**config.mk**
```make
export PLATFORM = sky130hd
export DESIGN_NAME = dispatch_stage_flat
export DESIGN_NICKNAME = d
export VERILOG_FILES = /design/src/rtl/dispatch_stage_if.sv /design/src/rtl/dispatch_stage.sv /design/src/flat_wrapper.sv
export SDC_FILE = /design/constraint.sdc
export NUM_CORES = 1
export LEC_CHECK = 0
export BUFFER_PORTS_ARGS = -buffer_cell sky130_fd_sc_hd__buf_2
export CELL_PAD_IN_SITES_DETAIL_PLACEMENT = 0
export CELL_PAD_IN_SITES_GLOBAL_PLACEMENT = 1
export CORE_MARGIN = 4
export CORE_UTILIZATION = 40
export DETAILED_ROUTE_END_ITERATION = 16
export MAX_ROUTING_LAYER = met4
export PLACE_DENSITY_LB_ADDON = 0.3
export SLEW_MARGIN = 20
export SYNTH_ARGS = -nofsm -noshare
export SYNTH_HDL_FRONTEND = slang
export SYNTH_SLANG_ARGS = --single-unit
```
**constraint.sdc**
```tcl
create_clock -name clk -period 4.6 [get_ports clk]
set_input_delay 0.92 -clock clk [delete_from_list [all_inputs] [get_ports clk]]
set_output_delay 0.92 -clock clk [all_outputs]
set_load 0.03 [all_outputs]
```
**src/rtl/dispatch_stage_if.sv**
```systemverilog
// Bundles every dispatch_stage signal other than clk and rst:
//   rename side   : in_valid/in_ready and the per-lane renamed payload
//   regfile read  : rf_raddr (out of the stage) and rf_rdata (same-cycle data)
//   ALU writeback : wb_valid/wb_phys_rd/wb_data, one entry per bank
//   issue queue   : isq_full/isq_free_cnt, plus the isq_* dispatch payload
// The slave modport is the view dispatch_stage uses. The master modport is
// the view of whatever surrounds the stage (rename, regfile, ALUs, issue queue).
interface dispatch_stage_if #(
    parameter int PRW           = 6,
    parameter int ALU_W         = 4,
    parameter int OPT_W         = 2,
    parameter int ISQ_CNT_WIDTH = 4
);
    logic [1:0]                in_valid;
    logic                      in_ready;
    logic [1:0][ALU_W-1:0]     in_alu_cmd;
    logic [1:0][PRW-1:0]       in_phys_rs1;
    logic [1:0][OPT_W-1:0]     in_op2_type;
    logic [1:0][PRW-1:0]       in_phys_rs2;
    logic [1:0][31:0]          in_imm;
    logic [1:0]                in_rd_en;
    logic [1:0][PRW-1:0]       in_phys_rd;

    logic [1:0][PRW-1:0]       rf_raddr;
    logic [1:0][31:0]          rf_rdata;

    logic [1:0]                wb_valid;
    logic [1:0][PRW-1:0]       wb_phys_rd;
    logic [1:0][31:0]          wb_data;

    logic                      isq_full;
    logic [ISQ_CNT_WIDTH-1:0]  isq_free_cnt;
    logic [1:0]                isq_en;
    logic [1:0][ALU_W-1:0]     isq_alu_cmd;
    logic [1:0][PRW-1:0]       isq_op1;
    logic [1:0]                isq_op1_valid;
    logic [1:0][31:0]          isq_op2;
    logic [1:0]                isq_op2_valid;
    logic [1:0][OPT_W-1:0]     isq_op2_type;
    logic [1:0][PRW-1:0]       isq_phys_rd;

    modport master (
        output in_valid, in_alu_cmd, in_phys_rs1, in_op2_type, in_phys_rs2,
               in_imm, in_rd_en, in_phys_rd, rf_rdata, wb_valid, wb_phys_rd,
               wb_data, isq_full, isq_free_cnt,
        input  in_ready, rf_raddr, isq_en, isq_alu_cmd, isq_op1, isq_op1_valid,
               isq_op2, isq_op2_valid, isq_op2_type, isq_phys_rd
    );

    modport slave (
        input  in_valid, in_alu_cmd, in_phys_rs1, in_op2_type, in_phys_rs2,
               in_imm, in_rd_en, in_phys_rd, rf_rdata, wb_valid, wb_phys_rd,
               wb_data, isq_full, isq_free_cnt,
        output in_ready, rf_raddr, isq_en, isq_alu_cmd, isq_op1, isq_op1_valid,
               isq_op2, isq_op2_valid, isq_op2_type, isq_phys_rd
    );
endinterface

```
**src/rtl/dispatch_stage.sv**
```systemverilog
// dispatch_stage: front end of the issue-queue dispatch path.
// It accepts 2-wide renamed groups (lane0 is the older lane) and keeps a
// busy table of physical registers. For each operand it works out whether
// the value is ready, and it supplies op2 data. The group is held in one
// output register and presented to the issue queue as a whole. While a
// group waits for issue-queue space, the stage snoops ALU writeback so that
// no wakeup is lost.
// Ports:
//   clk  clock
//   rst  synchronous, active-high reset. It clears the busy table and drops
//        any group that is being held.
//   bus  dispatch_stage_if.slave, which carries the rename, regfile read,
//        writeback and issue-queue signals
module dispatch_stage #(
    parameter int              PHYS_REGS            = 64,
    parameter int              PHYS_REGS_ADDR_WIDTH = 6,
    parameter int              ISQ_CNT_WIDTH        = 4,
    parameter int              ALU_W                = 4,
    parameter int              OPT_W                = 2,
    parameter logic [OPT_W-1:0] OP_TYPE_REG         = '0
) (
    input  logic               clk,
    input  logic               rst,
    dispatch_stage_if.slave    bus
);
    localparam int DISPATCH_WIDTH = 2;
    localparam int PRW            = PHYS_REGS_ADDR_WIDTH;

    logic [PHYS_REGS-1:0]      busy_q, busy_d;
    logic [1:0]                out_v_q, out_v_d;
    logic [1:0][ALU_W-1:0]     alu_cmd_q, alu_cmd_d;
    logic [1:0][PRW-1:0]       op1_q, op1_d;
    logic [1:0]                op1_valid_q, op1_valid_d;
    logic [1:0][31:0]          op2_q, op2_d;
    logic [1:0]                op2_valid_q, op2_valid_d;
    logic [1:0][OPT_W-1:0]     op2_type_q, op2_type_d;
    logic [1:0][PRW-1:0]       phys_rd_q, phys_rd_d;

    logic                      fire;
    logic                      accept;
    logic [ISQ_CNT_WIDTH-1:0]  need_cnt;

    logic [1:0]                rs1_wb_hit, rs2_wb_hit, rs1_rdy, rs2_rdy;
    logic [1:0][31:0]          rs2_wb_data;
    logic [1:0][31:0]          cap_op2;
    logic [1:0]                cap_op2_valid;

    // The whole group goes out together or not at all. It therefore needs
    // room in the issue queue for every valid lane.
    assign need_cnt    = ISQ_CNT_WIDTH'(out_v_q[0]) + ISQ_CNT_WIDTH'(out_v_q[1]);
    assign fire        = (|out_v_q) && !bus.isq_full && (bus.isq_free_cnt >= need_cnt);
    assign bus.in_ready = !rst && (!(|out_v_q) || fire);
    assign accept      = (|bus.in_valid) && bus.in_ready;
    assign bus.rf_raddr = bus.in_phys_rs2;

    // Readiness of the incoming operands. A writeback in the same cycle
    // counts as ready. If two banks hit the same tag, bank 0's data wins.
    always_comb begin
        rs1_wb_hit    = '0;
        rs2_wb_hit    = '0;
        rs2_wb_data   = '0;
        rs1_rdy       = '0;
        rs2_rdy       = '0;
        cap_op2       = '0;
        cap_op2_valid = '0;
        for (int i = 0; i < DISPATCH_WIDTH; i++) begin
            for (int b = DISPATCH_WIDTH - 1; b >= 0; b--) begin
                if (bus.wb_valid[b] && bus.wb_phys_rd[b] == bus.in_phys_rs1[i])
                    rs1_wb_hit[i] = 1'b1;
                if (bus.wb_valid[b] && bus.wb_phys_rd[b] == bus.in_phys_rs2[i]) begin
                    rs2_wb_hit[i]  = 1'b1;
                    rs2_wb_data[i] = bus.wb_data[b];
                end
            end
            rs1_rdy[i] = (bus.in_phys_rs1[i] == '0) || !busy_q[bus.in_phys_rs1[i]] || rs1_wb_hit[i];
            rs2_rdy[i] = (bus.in_phys_rs2[i] == '0) || !busy_q[bus.in_phys_rs2[i]] || rs2_wb_hit[i];
        end
        // If lane1 reads a register that lane0 writes, the operand is not
        // ready, even when a stale writeback to that tag is in flight.
        if (bus.in_valid[0] && bus.in_rd_en[0] && bus.in_phys_rd[0] != '0) begin
            if (bus.in_phys_rd[0] == bus.in_phys_rs1[1]) rs1_rdy[1] = 1'b0;
            if (bus.in_phys_rd[0] == bus.in_phys_rs2[1]) rs2_rdy[1] = 1'b0;
        end
        for (int i = 0; i < DISPATCH_WIDTH; i++) begin
            if (bus.in_op2_type[i] != OP_TYPE_REG) begin
                cap_op2[i]       = bus.in_imm[i];
                cap_op2_valid[i] = 1'b1;
            end else if (rs2_rdy[i]) begin
                // p0 always reads zero from the regfile, so a writeback
                // tagged p0 must not override it.
                cap_op2[i]       = (rs2_wb_hit[i] && bus.in_phys_rs2[i] != '0) ?
                                   rs2_wb_data[i] : bus.rf_rdata[i];
                cap_op2_valid[i] = 1'b1;
            end else begin
                cap_op2[i]       = 32'(bus.in_phys_rs2[i]);
                cap_op2_valid[i] = 1'b0;
            end
        end
    end

    // Next-state logic for the output register. By default the held payload
    // absorbs wakeups from writeback. An accept overwrites the payload; a
    // fire with no accept empties the register.
    always_comb begin
        out_v_d     = out_v_q;
        alu_cmd_d   = alu_cmd_q;
        op1_d       = op1_q;
        op1_valid_d = op1_valid_q;
        op2_d       = op2_q;
        op2_valid_d = op2_valid_q;
        op2_type_d  = op2_type_q;
        phys_rd_d   = phys_rd_q;
        for (int i = 0; i < DISPATCH_WIDTH; i++) begin
            for (int b = DISPATCH_WIDTH - 1; b >= 0; b--) begin
                if (bus.wb_valid[b]) begin
                    if (!op1_valid_q[i] && bus.wb_phys_rd[b] == op1_q[i])
                        op1_valid_d[i] = 1'b1;
                    if (!op2_valid_q[i] && op2_type_q[i] == OP_TYPE_REG &&
                        bus.wb_phys_rd[b] == op2_q[i][PRW-1:0]) begin
                        op2_valid_d[i] = 1'b1;
                        op2_d[i]       = bus.wb_data[b];
                    end
                end
            end
        end
        if (accept) begin
            out_v_d     = bus.in_valid;
            alu_cmd_d   = bus.in_alu_cmd;
            op1_d       = bus.in_phys_rs1;
            op1_valid_d = rs1_rdy;
            op2_d       = cap_op2;
            op2_valid_d = cap_op2_valid;
            op2_type_d  = bus.in_op2_type;
            phys_rd_d   = bus.in_phys_rd;
        end else if (fire) begin
            out_v_d = '0;
        end
    end

    // Busy table. Writeback clears come first, so that a new destination
    // allocated in the same cycle for the same tag stays busy.
    always_comb begin
        busy_d = busy_q;
        for (int b = 0; b < DISPATCH_WIDTH; b++)
            if (bus.wb_valid[b]) busy_d[bus.wb_phys_rd[b]] = 1'b0;
        if (accept)
            for (int i = 0; i < DISPATCH_WIDTH; i++)
                if (bus.in_valid[i] && bus.in_rd_en[i] && bus.in_phys_rd[i] != '0)
                    busy_d[bus.in_phys_rd[i]] = 1'b1;
        busy_d[0] = 1'b0;
    end

    always_ff @(posedge clk) begin
        if (rst) begin
            busy_q  <= '0;
            out_v_q <= '0;
        end else begin
            busy_q  <= busy_d;
            out_v_q <= out_v_d;
        end
    end

    // The payload has no reset. Nothing reads it unless out_v_q is set.
    always_ff @(posedge clk) begin
        alu_cmd_q   <= alu_cmd_d;
        op1_q       <= op1_d;
        op1_valid_q <= op1_valid_d;
        op2_q       <= op2_d;
        op2_valid_q <= op2_valid_d;
        op2_type_q  <= op2_type_d;
        phys_rd_q   <= phys_rd_d;
    end

    assign bus.isq_en        = out_v_q & {2{fire && !rst}};
    assign bus.isq_alu_cmd   = alu_cmd_q;
    assign bus.isq_op1       = op1_q;
    assign bus.isq_op1_valid = op1_valid_q;
    assign bus.isq_op2       = op2_q;
    assign bus.isq_op2_valid = op2_valid_q;
    assign bus.isq_op2_type  = op2_type_q;
    assign bus.isq_phys_rd   = phys_rd_q;
endmodule
```
**src/flat_wrapper.sv**
```systemverilog
// flat-port wrapper written by rule: the top's interface ports become plain ports
module dispatch_stage_flat 
#(
    parameter int              PHYS_REGS            = 64,
    parameter int              PHYS_REGS_ADDR_WIDTH = 6,
    parameter int              ISQ_CNT_WIDTH        = 4,
    parameter int              ALU_W                = 4,
    parameter int              OPT_W                = 2,
    parameter logic [OPT_W-1:0] OP_TYPE_REG         = '0
)
  (clk, rst, bus_in_valid, bus_in_alu_cmd, bus_in_phys_rs1, bus_in_op2_type, bus_in_phys_rs2, bus_in_imm, bus_in_rd_en, bus_in_phys_rd, bus_rf_rdata, bus_wb_valid, bus_wb_phys_rd, bus_wb_data, bus_isq_full, bus_isq_free_cnt, bus_in_ready, bus_rf_raddr, bus_isq_en, bus_isq_alu_cmd, bus_isq_op1, bus_isq_op1_valid, bus_isq_op2, bus_isq_op2_valid, bus_isq_op2_type, bus_isq_phys_rd);
  dispatch_stage_if #(.ALU_W(ALU_W), .OPT_W(OPT_W), .ISQ_CNT_WIDTH(ISQ_CNT_WIDTH)) bus_i ();
  input  logic clk;
  input  logic rst;
  input wire logic [$bits(bus_i.in_valid)-1:0] bus_in_valid;
  input wire logic [$bits(bus_i.in_alu_cmd)-1:0] bus_in_alu_cmd;
  input wire logic [$bits(bus_i.in_phys_rs1)-1:0] bus_in_phys_rs1;
  input wire logic [$bits(bus_i.in_op2_type)-1:0] bus_in_op2_type;
  input wire logic [$bits(bus_i.in_phys_rs2)-1:0] bus_in_phys_rs2;
  input wire logic [$bits(bus_i.in_imm)-1:0] bus_in_imm;
  input wire logic [$bits(bus_i.in_rd_en)-1:0] bus_in_rd_en;
  input wire logic [$bits(bus_i.in_phys_rd)-1:0] bus_in_phys_rd;
  input wire logic [$bits(bus_i.rf_rdata)-1:0] bus_rf_rdata;
  input wire logic [$bits(bus_i.wb_valid)-1:0] bus_wb_valid;
  input wire logic [$bits(bus_i.wb_phys_rd)-1:0] bus_wb_phys_rd;
  input wire logic [$bits(bus_i.wb_data)-1:0] bus_wb_data;
  input wire logic [$bits(bus_i.isq_full)-1:0] bus_isq_full;
  input wire logic [$bits(bus_i.isq_free_cnt)-1:0] bus_isq_free_cnt;
  output wire logic [$bits(bus_i.in_ready)-1:0] bus_in_ready;
  output wire logic [$bits(bus_i.rf_raddr)-1:0] bus_rf_raddr;
  output wire logic [$bits(bus_i.isq_en)-1:0] bus_isq_en;
  output wire logic [$bits(bus_i.isq_alu_cmd)-1:0] bus_isq_alu_cmd;
  output wire logic [$bits(bus_i.isq_op1)-1:0] bus_isq_op1;
  output wire logic [$bits(bus_i.isq_op1_valid)-1:0] bus_isq_op1_valid;
  output wire logic [$bits(bus_i.isq_op2)-1:0] bus_isq_op2;
  output wire logic [$bits(bus_i.isq_op2_valid)-1:0] bus_isq_op2_valid;
  output wire logic [$bits(bus_i.isq_op2_type)-1:0] bus_isq_op2_type;
  output wire logic [$bits(bus_i.isq_phys_rd)-1:0] bus_isq_phys_rd;
  assign bus_i.in_valid = bus_in_valid;
  assign bus_i.in_alu_cmd = bus_in_alu_cmd;
  assign bus_i.in_phys_rs1 = bus_in_phys_rs1;
  assign bus_i.in_op2_type = bus_in_op2_type;
  assign bus_i.in_phys_rs2 = bus_in_phys_rs2;
  assign bus_i.in_imm = bus_in_imm;
  assign bus_i.in_rd_en = bus_in_rd_en;
  assign bus_i.in_phys_rd = bus_in_phys_rd;
  assign bus_i.rf_rdata = bus_rf_rdata;
  assign bus_i.wb_valid = bus_wb_valid;
  assign bus_i.wb_phys_rd = bus_wb_phys_rd;
  assign bus_i.wb_data = bus_wb_data;
  assign bus_i.isq_full = bus_isq_full;
  assign bus_i.isq_free_cnt = bus_isq_free_cnt;
  assign bus_in_ready = bus_i.in_ready;
  assign bus_rf_raddr = bus_i.rf_raddr;
  assign bus_isq_en = bus_i.isq_en;
  assign bus_isq_alu_cmd = bus_i.isq_alu_cmd;
  assign bus_isq_op1 = bus_i.isq_op1;
  assign bus_isq_op1_valid = bus_i.isq_op1_valid;
  assign bus_isq_op2 = bus_i.isq_op2;
  assign bus_isq_op2_valid = bus_i.isq_op2_valid;
  assign bus_isq_op2_type = bus_i.isq_op2_type;
  assign bus_isq_phys_rd = bus_i.isq_phys_rd;
  dispatch_stage #(.PHYS_REGS(PHYS_REGS), .PHYS_REGS_ADDR_WIDTH(PHYS_REGS_ADDR_WIDTH), .ISQ_CNT_WIDTH(ISQ_CNT_WIDTH), .ALU_W(ALU_W), .OPT_W(OPT_W), .OP_TYPE_REG(OP_TYPE_REG)) u_core (.clk(clk), .rst(rst), .bus(bus_i));
endmodule
```
==> impl_metrics.toml, run 1 <==
[setup_path]
worst-setup-path-type = "reg2out"
worst-path-buf-inv = 2
timing.rr.end = "u_core.busy_q[41]$_SDFF_PP0_"
path_delay_family = "simple AND/OR/NAND/NOR gates"
critical_path.slowest_cell = "sky130_fd_sc_hd__dfxtp_1"
required_ns = 3.68
timing.rr.start = "u_core.out_v_q[0]$_SDFFE_PP0P_"
critical-path-max-stage-delay_ns = 0.36
worst_setup_path_startpoint = "u_core.out_v_q[0]$_SDFFE_PP0P_"
launching_element_type_of_the_critical_path = "flip-flop"
worst-path-max-fanout = 5
cp_depth = 9
rr_worst_depth = 12
sort_of_element_at_the_end_of_the_critical_path = "output pin"
worst-endpoint-arrival_ns = 2.69
critical_path.cell_chain = "inv_1, ha_1, ha_1, nand2b_1, a2111oi_0, or3_1, nand2b_1, and2_1, buf_2"
crit_path_end = "bus_in_ready"
worst-r2r-setup-slack_ns = 1.24

[cts]
tritoncts = "done"
cts-resized-gates = 0
ctsHtreeMaxLevel = 4
clock_root_buffer = "sky130_fd_sc_hd__clkbuf_16"
cts-hold-fix-buffers = 0
cts.sink_count = 169
clk_pin_slew_worst_paths_ns = 0.08
cts_max_path_buffers = 2
insertion_delay_ns = 0.47
cts_setup_buffers = 0
tritoncts.num_buffers = 17

[drt]
firstDrtPassIters = 8
drt-wirelength-per-cell_um = 27.4
drt_wl_total_mm = 63.9
via_per_inst = 6.53
drtIter0Drc = 1808
drc_errors = 0
routed-via-count = 15235
postRouteAntennaNets = 0

[synth]
asyncSetResetFlopFracSynth = 0
synthesis.area_um2 = 13900
synth_cell_types = 66
ys_top_cells_by_area = "sky130_fd_sc_hd__dfxtp_1 19%, sky130_fd_sc_hd__mux4_2 10%, sky130_fd_sc_hd__a22oi_1 9.6%"
synth_enable_flop_cells = 36
yosys_register_bits = 169
synth.net_count = 1864
synthCells = 1595
synth_flop_cell = "sky130_fd_sc_hd__dfxtp_1"
synth.largest_area_cell = "sky130_fd_sc_hd__dfxtp_1"
postSynthAreaPerCell_um2 = 8.72
synth.yosys.warnings = 0
yosysSeqAreaShare = 0.269
synth_largest_type_area_fraction = 0.191

[power_and_ir_drop]
worst_ir_drop_vdd_mv = 0.255
post-layout-total-power_mw = 5.18
power.leakage_nw = 5.93
power_density_nw_per_um2 = 314

[finish]
fin_util = 0.479
finish.cell_count_without_fillers = 2333
final_design_area_no_fill_um2 = 16500
filler_cell_count = 3386
num-nets-final = 2119
layout-drive-gt1-share = 0.287
syn_to_final_growth_pct = 18.6

[floorplanning]
start_util = 0.404
fp-row-count = 68
die_area_um2 = 37800
die_h_um = 194
design.portCount = 384
core-area_um2 = 34500
width_of_the_die_um = 194

[timing]
max_freq_mhz = 277
final-hold-violation-count = 0
final.setup.worst_slack_ns = 0.994
maxSlewViolCount = 0
timing.clock.skew_ns = 0.0171
rsz0062_at_grt = "false"
setup-violations-final = 0
timing.final.crit_period_ns = 3.61
max_slew_margin = 0.181
fin_worst_hold_slack_ns = 0.533
tightestPinTransition_ns = 1.22
finalCritPeriodShare = 0.784
timing.setup.tns_ns = 0

[place]
dpl.cell_count = 2286
io_buffers = 383
placed_cell_area_um2 = 15800
hpwlAfterDp_mm = 45.5
place_worst_setup_slack_ns = 0.867
place_congestion = 1.01

[status]
run_status = "complete, no violations"

[global_route]
number_of_global_route_vias_before_repair = 14404
antenna_violations_before_repair = 13
grt_start_max_net_pins = 118
grt_first_pass_wirelength_mm = 93.6
grt_util_overall = 0.329
global_route.overflow_total = 0

[flow_run]
drv_cap = 0

[hold_path]
type_of_the_most_critical_hold_path = "reg2reg"
## placed cells by master, fill, tap and decap left out, types with 32 or more instances in the layout
master                       n
sky130_fd_sc_hd__dfxtp_1   133
sky130_fd_sc_hd__edfxtp_1   36
sky130_fd_sc_hd__a21oi_1    62
sky130_fd_sc_hd__mux4_2     63
sky130_fd_sc_hd__nor2_1    112
sky130_fd_sc_hd__xor2_1     34
sky130_fd_sc_hd__xnor2_1    73
sky130_fd_sc_hd__buf_2     383
sky130_fd_sc_hd__nand2_1   125
sky130_fd_sc_hd__a22oi_1   177
sky130_fd_sc_hd__o211ai_1   32
sky130_fd_sc_hd__o21ai_0    88
sky130_fd_sc_hd__o22ai_1    95
sky130_fd_sc_hd__mux2i_1   118
## worst min path at each step
stage	depth (start not counted)	slack, ns	start	end
floorplan	2	0.51	u_core.out_v_q[1]$_SDFFE_PP0P_	u_core.out_v_q[1]$_SDFFE_PP0P_
global placement	2	0.50	u_core.bus.isq_op1_valid[0]$_DFF_P_	u_core.bus.isq_op1_valid[0]$_DFF_P_
detailed placement	2	0.50	u_core.bus.isq_op1_valid[0]$_DFF_P_	u_core.bus.isq_op1_valid[0]$_DFF_P_
CTS	2	0.52	u_core.bus.isq_op1_valid[0]$_DFF_P_	u_core.bus.isq_op1_valid[0]$_DFF_P_
global route	2	0.56	u_core.bus.isq_op1_valid[0]$_DFF_P_	u_core.bus.isq_op1_valid[0]$_DFF_P_
finish	2	0.53	u_core.bus.isq_op1_valid[0]$_DFF_P_	u_core.bus.isq_op1_valid[0]$_DFF_P_
## synthesized netlist by cell type (all sizes together) (19+ instances only)
library cell and n:
xnor2 73, nor3 28, a211o 27, o22ai 95
nand3 19, nand4 24, a22oi 177, a21oi 63
edfxtp 36, buf 73, o211ai 33, nand2 126
clkbuf 96, mux4 68, nor2 116, dfxtp 133
mux2i 118, o21ai 89, inv 26, xor2 34
## state kept, by name (all words and copies together), names as in the netlist
register,count
u_core.bus.isq_op1_valid,2
u_core.bus.isq_phys_rd,12
u_core.bus.isq_op2_valid,2
u_core.bus.isq_op1,12
u_core.busy_q,63
u_core.out_v_q,2
u_core.bus.isq_op2,64
u_core.bus.isq_op2_type,4
u_core.bus.isq_alu_cmd,8
## power by group
group          internal (mW)  switching, mW  total, mW
logic                  0.604           1.16       1.76
registers               1.71          0.139       1.84
clock network          0.824          0.748       1.57
## cell families (layout without fill, tap and decap cells)
logic type	count (synthesis)	in the layout	synth area share
other cells	0	15	0
compound gates	529	529	0.257
buf+inv	195	463	0.0639
xor+xnor	107	107	0.0674
simple gates	394	394	0.134
mux	197	197	0.205
fa+ha+maj	4	4	0.00360
flops	169	169	0.269
## layout make-up
cell class | instances | area (um^2) | share of cell area
timing repair buffer | 405 | 2120 | 0.128
multi-input combinational | 1231 | 9320 | 0.565
clock buffer | 17 | 425 | 0.0258
sequential | 169 | 3740 | 0.227
tap | 455 | 569 | 0.0345
inverter | 26 | 100 | 0.00607
antenna | 15 | 37.5 | 0.00228
clock inverter | 15 | 178 | 0.0108
## per-layer routing
metal / global-route usage / vias up / part of all wire
li1: - / 6669 / -
met2: 0.503 / 1001 / 0.46
met3: 0.0806 / 195 / 0.11
met1: 0.416 / 7370 / 0.39
met4: 0.143 / 0 / 0.047
met5: - / - / 0
## worst register-to-register path: cells and delay by family, from the launching register on
kind / cells / cell delay (ns)
DFF: 1 / 0.36
AOI/OAI and AO/OA: 3 / 0.89
adders and majority gates: 2 / 0.57
and+or+nand+nor: 4 / 0.58
buffers and inverters: 3 / 0.83
No activity file was read; power rests on OpenSTA's default activity.
==> run 2: changes to the inputs <==
--- a/config.mk
+++ b/config.mk
@@ -9,7 +9,7 @@
 export CELL_PAD_IN_SITES_DETAIL_PLACEMENT = 0
 export CELL_PAD_IN_SITES_GLOBAL_PLACEMENT = 1
 export CORE_MARGIN = 4
-export CORE_UTILIZATION = 40
+export CORE_UTILIZATION = 36
 export DETAILED_ROUTE_END_ITERATION = 16
 export MAX_ROUTING_LAYER = met4
 export PLACE_DENSITY_LB_ADDON = 0.3
==> constraint.sdc (replaced) <==
create_clock -name clk -period 2.99 [get_ports clk]
set_input_delay 0.598 -clock clk [delete_from_list [all_inputs] [get_ports clk]]
set_output_delay 0.598 -clock clk [all_outputs]
set_load 0.03 [all_outputs]
==> run 2 against run 1 <==
Compared with the run above: clock skew down 0.0031 ns; register-to-register slack worse by 1.1 ns; critical path depth up 1; flip-flop and latch count unchanged; non-clock buffer count up 87; core utilization down 1.6 points; power up 56%.
==> impl_metrics.toml, run 2 (same netlist as run 1, synthesis figures left out) <==
[status]
run_status = "complete, no violations"

[drt]
firstDrtPassIters = 6
drtIter0Drc = 2093
drt_wl_total_mm = 65.9
drc_errors = 0
via_per_inst = 6.28
drt-wirelength-per-cell_um = 26.7
routed-via-count = 15514
postRouteAntennaNets = 0

[floorplanning]
start_util = 0.367
die_area_um2 = 41900
design.portCount = 384
fp-row-count = 71
core-area_um2 = 37900
width_of_the_die_um = 205
die_h_um = 205

[cts]
clock_root_buffer = "sky130_fd_sc_hd__clkbuf_16"
tritoncts = "done"
ctsHtreeMaxLevel = 4
cts_max_path_buffers = 2
clk_pin_slew_worst_paths_ns = 0.06
tritoncts.num_buffers = 17
cts-hold-fix-buffers = 0
cts.sink_count = 169
insertion_delay_ns = 0.45

[setup_path]
path_delay_family = "simple AND/OR/NAND/NOR gates"
worst-endpoint-arrival_ns = 2.39
critical_path.slowest_cell = "sky130_fd_sc_hd__dfxtp_2"
rr_worst_depth = 14
crit_path_end = "bus_in_ready"
worst-path-buf-inv = 3
required_ns = 2.39
sort_of_element_at_the_end_of_the_critical_path = "output pin"
worst-setup-path-type = "reg2out"
launching_element_type_of_the_critical_path = "flip-flop"
worst_setup_path_startpoint = "u_core.out_v_q[1]$_SDFFE_PP0P_"
worst-path-max-fanout = 2
timing.rr.end = "u_core.bus.isq_op2[37]$_DFF_P_"
critical-path-max-stage-delay_ns = 0.34
worst-r2r-setup-slack_ns = 0.13
timing.rr.start = "u_core.out_v_q[1]$_SDFFE_PP0P_"
critical_path.cell_chain = "inv_2, ha_4, ha_4, nand2b_4, a2111oi_4, or3_4, nand2b_4, buf_6, and2_4, buf_6"
cp_depth = 10

[place]
hpwlAfterDp_mm = 48.9
place_congestion = 1.00
place_worst_setup_slack_ns = -0.0212
placed_cell_area_um2 = 16700
io_buffers = 383

[timing]
final-hold-violation-count = 0
rsz0062_at_grt = "true"
setup-violations-final = 0
final.setup.worst_slack_ns = 0.00101
finalCritPeriodShare = 1.00
timing.clock.skew_ns = 0.0140
tightestPinTransition_ns = 0.828
max_slew_margin = 0.448
fin_worst_hold_slack_ns = 0.327
max_freq_mhz = 335
maxSlewViolCount = 0
timing.final.crit_period_ns = 2.99

[power_and_ir_drop]
power_density_nw_per_um2 = 460
worst_ir_drop_vdd_mv = 0.318
power.leakage_nw = 6.47

[finish]
final_design_area_no_fill_um2 = 17500
num-nets-final = 2206
layout.cells.most_common = "sky130_fd_sc_hd__buf_2"
layout-drive-gt1-share = 0.325
max_reg_flops = 64
most-common-layout-cells = "380 x sky130_fd_sc_hd__buf_2, 177 x sky130_fd_sc_hd__a22oi_1, 131 x sky130_fd_sc_hd__dfxtp_1"
syn_to_final_growth_pct = 26.1

[global_route]
grt_start_max_net_pins = 66
grt_first_pass_wirelength_mm = 95.4
antenna_violations_before_repair = 7
grt_util_overall = 0.306
global_route.overflow_total = 0
number_of_global_route_vias_before_repair = 14730

[hold_path]
type_of_the_most_critical_hold_path = "in2reg"

[flow_run]
drv_cap = 0
## run 2: cell count changes in the layout (fill, tap and decap cells not counted), moves of 4 or more
cell	change
sky130_fd_sc_hd__buf_4	+71
sky130_fd_sc_hd__buf_12	+15
sky130_fd_sc_hd__diode_2	-6
sky130_fd_sc_hd__inv_6	-5
sky130_fd_sc_hd__clkbuf_8	+4
sky130_fd_sc_hd__clkinv_2	+4
sky130_fd_sc_hd__inv_8	-4
## run 2: worst min-delay path by stage
stage,to,cells after the start,slack [ns],from
global placement,u_core.bus.isq_op1_valid[0]$_DFF_P_,2,0.51,u_core.bus.isq_op1_valid[0]$_DFF_P_
detailed placement,u_core.bus.isq_op1_valid[0]$_DFF_P_,2,0.52,u_core.bus.isq_op1_valid[0]$_DFF_P_
CTS,u_core.bus.isq_alu_cmd[2]$_DFFE_PN_,1,0.31,bus_in_alu_cmd[2]
finish,u_core.bus.isq_alu_cmd[2]$_DFFE_PN_,1,0.33,bus_in_alu_cmd[2]
global route,u_core.bus.isq_alu_cmd[2]$_DFFE_PN_,1,0.31,bus_in_alu_cmd[2]
floorplan,u_core.out_v_q[1]$_SDFFE_PP0P_,2,0.51,u_core.out_v_q[1]$_SDFFE_PP0P_
## run 2: cell type report
| cell class | count | area (um^2) |
|---|---|---|
| clock buffer | 26 | 542 |
| clock inverter | 6 | 58.8 |
| sequential | 169 | 3750 |
| inverter | 26 | 111 |
| fill | 3772 | 20400 |
| timing repair buffer | 492 | 3010 |
| antenna | 9 | 22.5 |
| tap | 511 | 639 |
| multi-input combinational | 1231 | 9410 |
## run 2: worst register-to-register path, cell delays in order, from the launching register on
cell and delay, ns:
sky130_fd_sc_hd__dfxtp_2 0.34, sky130_fd_sc_hd__inv_2 0.05, sky130_fd_sc_hd__ha_4 0.27, sky130_fd_sc_hd__ha_4 0.19, sky130_fd_sc_hd__nand2b_4 0.14, sky130_fd_sc_hd__a2111oi_4 0.34, sky130_fd_sc_hd__or3_4 0.20, sky130_fd_sc_hd__nand2b_4 0.06
sky130_fd_sc_hd__buf_4 0.12, sky130_fd_sc_hd__o211ai_1 0.19, sky130_fd_sc_hd__bufinv_8 0.31, sky130_fd_sc_hd__buf_12 0.18, sky130_fd_sc_hd__a211o_1 0.24, sky130_fd_sc_hd__nand2_1 0.05, sky130_fd_sc_hd__o31a_1 0.12
## run 2: per-stage QoR
step	cells	power, mW	util	TNS, ns
after floorplan	1595	4.63	-	0
after global placement	2424	5.63	0.441	-0.0155
after detailed placement	2424	5.66	0.441	-0.0451
after CTS	2460	8.04	0.460	0
after global routing	2468	8.41	0.462	-0.208
final	2470	8.06	0.462	0
## run 2: repair_timing
action | in CTS | in global routing
pin swaps | 4 | 5
setup endpoints to repair | 3 | 17
cloned | 0 | 1
buffers inserted | 4 | 0
gates resized for setup | 16 | 7
endpoints found under the hold margin | 0 | 0
## run 2: layer usage
metal	vias to the layer above	GRT usage	wire (um)
met2	996	0.482	30800
met4	0	0.117	2800
met5	-	-	0
li1	6824	-	-
met1	7499	0.389	26100
met3	195	0.0649	6190
## run 2: power breakdown
group          total (mW)  switching (mW)  internal, mW
Combinational        2.87            1.80          1.07
Sequential           2.85           0.224          2.63
Clock                2.34            1.01          1.33
Total                8.06            3.03          5.03
==> run 3: changes to the inputs <==
--- a/config.mk
+++ b/config.mk
@@ -8,6 +8,7 @@
 export BUFFER_PORTS_ARGS = -buffer_cell sky130_fd_sc_hd__buf_2
 export CELL_PAD_IN_SITES_DETAIL_PLACEMENT = 0
 export CELL_PAD_IN_SITES_GLOBAL_PLACEMENT = 1
+export CORE_ASPECT_RATIO = 0.6
 export CORE_MARGIN = 4
 export CORE_UTILIZATION = 36
 export DETAILED_ROUTE_END_ITERATION = 16
==> run 3 against run 2 <==
Compared with the run above: the run now ends with setup timing left; count of clock-buffer cells in the layout down 8; final area up 0.41%; critical endpoint unchanged; wire length up 4.9%; sequential power about the same; critical path depth unchanged.
==> impl_metrics.toml, run 3 (same netlist as run 1, synthesis figures left out) <==
[status]
run_status = "finished with violations"
violations = "setup timing"

[cts]
clock_root_buffer = "sky130_fd_sc_hd__clkbuf_16"
ctsHtreeMaxLevel = 4
cts-hold-fix-buffers = 0
cts_max_path_buffers = 2
tritoncts = "done"
insertion_delay_ns = 0.46
tritoncts.num_buffers = 17
cts.sink_count = 169
clk_pin_slew_worst_paths_ns = 0.08

[finish]
most-common-layout-cells = "380 x sky130_fd_sc_hd__buf_2, 177 x sky130_fd_sc_hd__a22oi_1, 131 x sky130_fd_sc_hd__dfxtp_1"
syn_to_final_growth_pct = 26.6
layout.cells.most_common = "sky130_fd_sc_hd__buf_2"
num-nets-final = 2217
layout-drive-gt1-share = 0.330
max_reg_flops = 64
filler_cell_count = 3688
fin_util = 0.464
finish.cell_count_without_fillers = 2485

[drt]
drtIter0Drc = 2292
firstDrtPassIters = 6
routed-via-count = 15683
postRouteAntennaNets = 0
via_per_inst = 6.31
drt-wirelength-per-cell_um = 27.8
drc_errors = 0
drt_wl_total_mm = 69.1

[timing]
timing.clock.skew_ns = 0.0148
rsz0062_at_grt = "true"
maxSlewViolCount = 0
finalCritPeriodShare = 1.02
max_slew_margin = 0.427
timing.final.crit_period_ns = 3.04
tightestPinTransition_ns = 0.859
max_freq_mhz = 329
fin_worst_hold_slack_ns = 0.309
final.setup.worst_slack_ns = -0.0470
setup-violations-final = 1
final-hold-violation-count = 0

[floorplanning]
fp-row-count = 55
core-area_um2 = 37900
width_of_the_die_um = 262
start_util = 0.367
die_h_um = 160
design.portCount = 384
die_area_um2 = 42000

[hold_path]
type_of_the_most_critical_hold_path = "in2reg"

[global_route]
number_of_global_route_vias_before_repair = 14676
grt_first_pass_wirelength_mm = 99.4
antenna_violations_before_repair = 11
global_route.overflow_total = 0
grt_util_overall = 0.326
grt_start_max_net_pins = 66

[flow_run]
drv_cap = 0

[place]
hpwlAfterDp_mm = 52.3
place_congestion = 1.00
dpl.cell_count = 2440
io_buffers = 383

[power_and_ir_drop]
worst_ir_drop_vdd_mv = 0.407
power_density_nw_per_um2 = 468
power.leakage_nw = 6.51

[setup_path]
launching_element_type_of_the_critical_path = "flip-flop"
sort_of_element_at_the_end_of_the_critical_path = "output pin"
worst-endpoint-arrival_ns = 2.44
worst-path-max-fanout = 3
required_ns = 2.39
worst-setup-path-type = "reg2out"
## run 3: worst paths after layout
kind	startpoint	endpoint	slack [ns]	cells after the start
setup / recovery	u_core.out_v_q[1]$_SDFFE_PP0P_	bus_in_ready	-0.05	10
hold reg to reg	u_core.bus.isq_op2_valid[0]$_DFF_P_	u_core.bus.isq_op2_valid[0]$_DFF_P_	0.55	2
setup reg to reg	u_core.out_v_q[1]$_SDFFE_PP0P_	u_core.bus.isq_op2[34]$_DFF_P_	0.14	12
hold / removal	bus_in_alu_cmd[6]	u_core.bus.isq_alu_cmd[6]$_DFFE_PN_	0.31	1
## run 3: through the flow
| stage | setup WS, ns | power, mW | TNS, ns | instance area [um^2] |
|---|---|---|---|---|
| 6_report | -0.0470 | 8.24 | -0.0470 | 17600 |
| 5_1_grt | -0.112 | 8.58 | -0.146 | 17600 |
| 4_1_cts | 0.0000215 | 8.24 | 0 | 17600 |
| 3_5_place_dp | -0.168 | 5.70 | -3.38 | 16800 |
| 3_3_place_gp | -0.0525 | 5.66 | -0.825 | 16800 |
| 2_1_floorplan | 0.0606 | 4.63 | 0 | 13900 |
## run 3: report_power, final
group | switching (mW) | internal (mW) | total [mW] | leakage, nW
combinational | 1.85 | 1.05 | 2.90 | 4.77
clock | 1.09 | 1.41 | 2.49 | 0.305
sequential | 0.219 | 2.63 | 2.84 | 1.44
total | 3.16 | 5.09 | 8.24 | 6.51
## run 3: timing repair
action | CTS | global route
setup buffers | 2 | 0
resized for setup | 21 | 1
pin swaps | 4 | 1
endpoints found under the hold margin | 0 | 0
setup endpoints to repair | 4 | 3
## run 3: final cells by class
class,instances,area [um^2],share of cell area
antenna,11,27.5,0.00156
clock buffer,18,429,0.0244
clock inverter,14,194,0.0110
inverter,26,100,0.00568
multi-input combinational,1231,9420,0.535
sequential,169,3750,0.213
tap,513,642,0.0364
timing repair buffer,503,3060,0.174
## run 3: critical path, cell delays in order (launching register included)
cell	delay, ns
sky130_fd_sc_hd__dfxtp_2	0.35
sky130_fd_sc_hd__inv_2	0.06
sky130_fd_sc_hd__ha_4	0.24
sky130_fd_sc_hd__ha_4	0.22
sky130_fd_sc_hd__nand2b_4	0.14
sky130_fd_sc_hd__a2111oi_4	0.30
sky130_fd_sc_hd__or3_4	0.21
sky130_fd_sc_hd__nand2b_4	0.06
sky130_fd_sc_hd__buf_6	0.12
sky130_fd_sc_hd__and2_4	0.15
sky130_fd_sc_hd__buf_6	0.13
## run 3: per-layer routing
metal  global-route usage  vias to the layer above  part of all wire
met5                    -                        -                 0
met4               0.0962                        0             0.028
met3                0.122                      125              0.13
met2                0.426                     1017              0.40
met1                0.463                     7687              0.44
li1                     -                     6854                 -
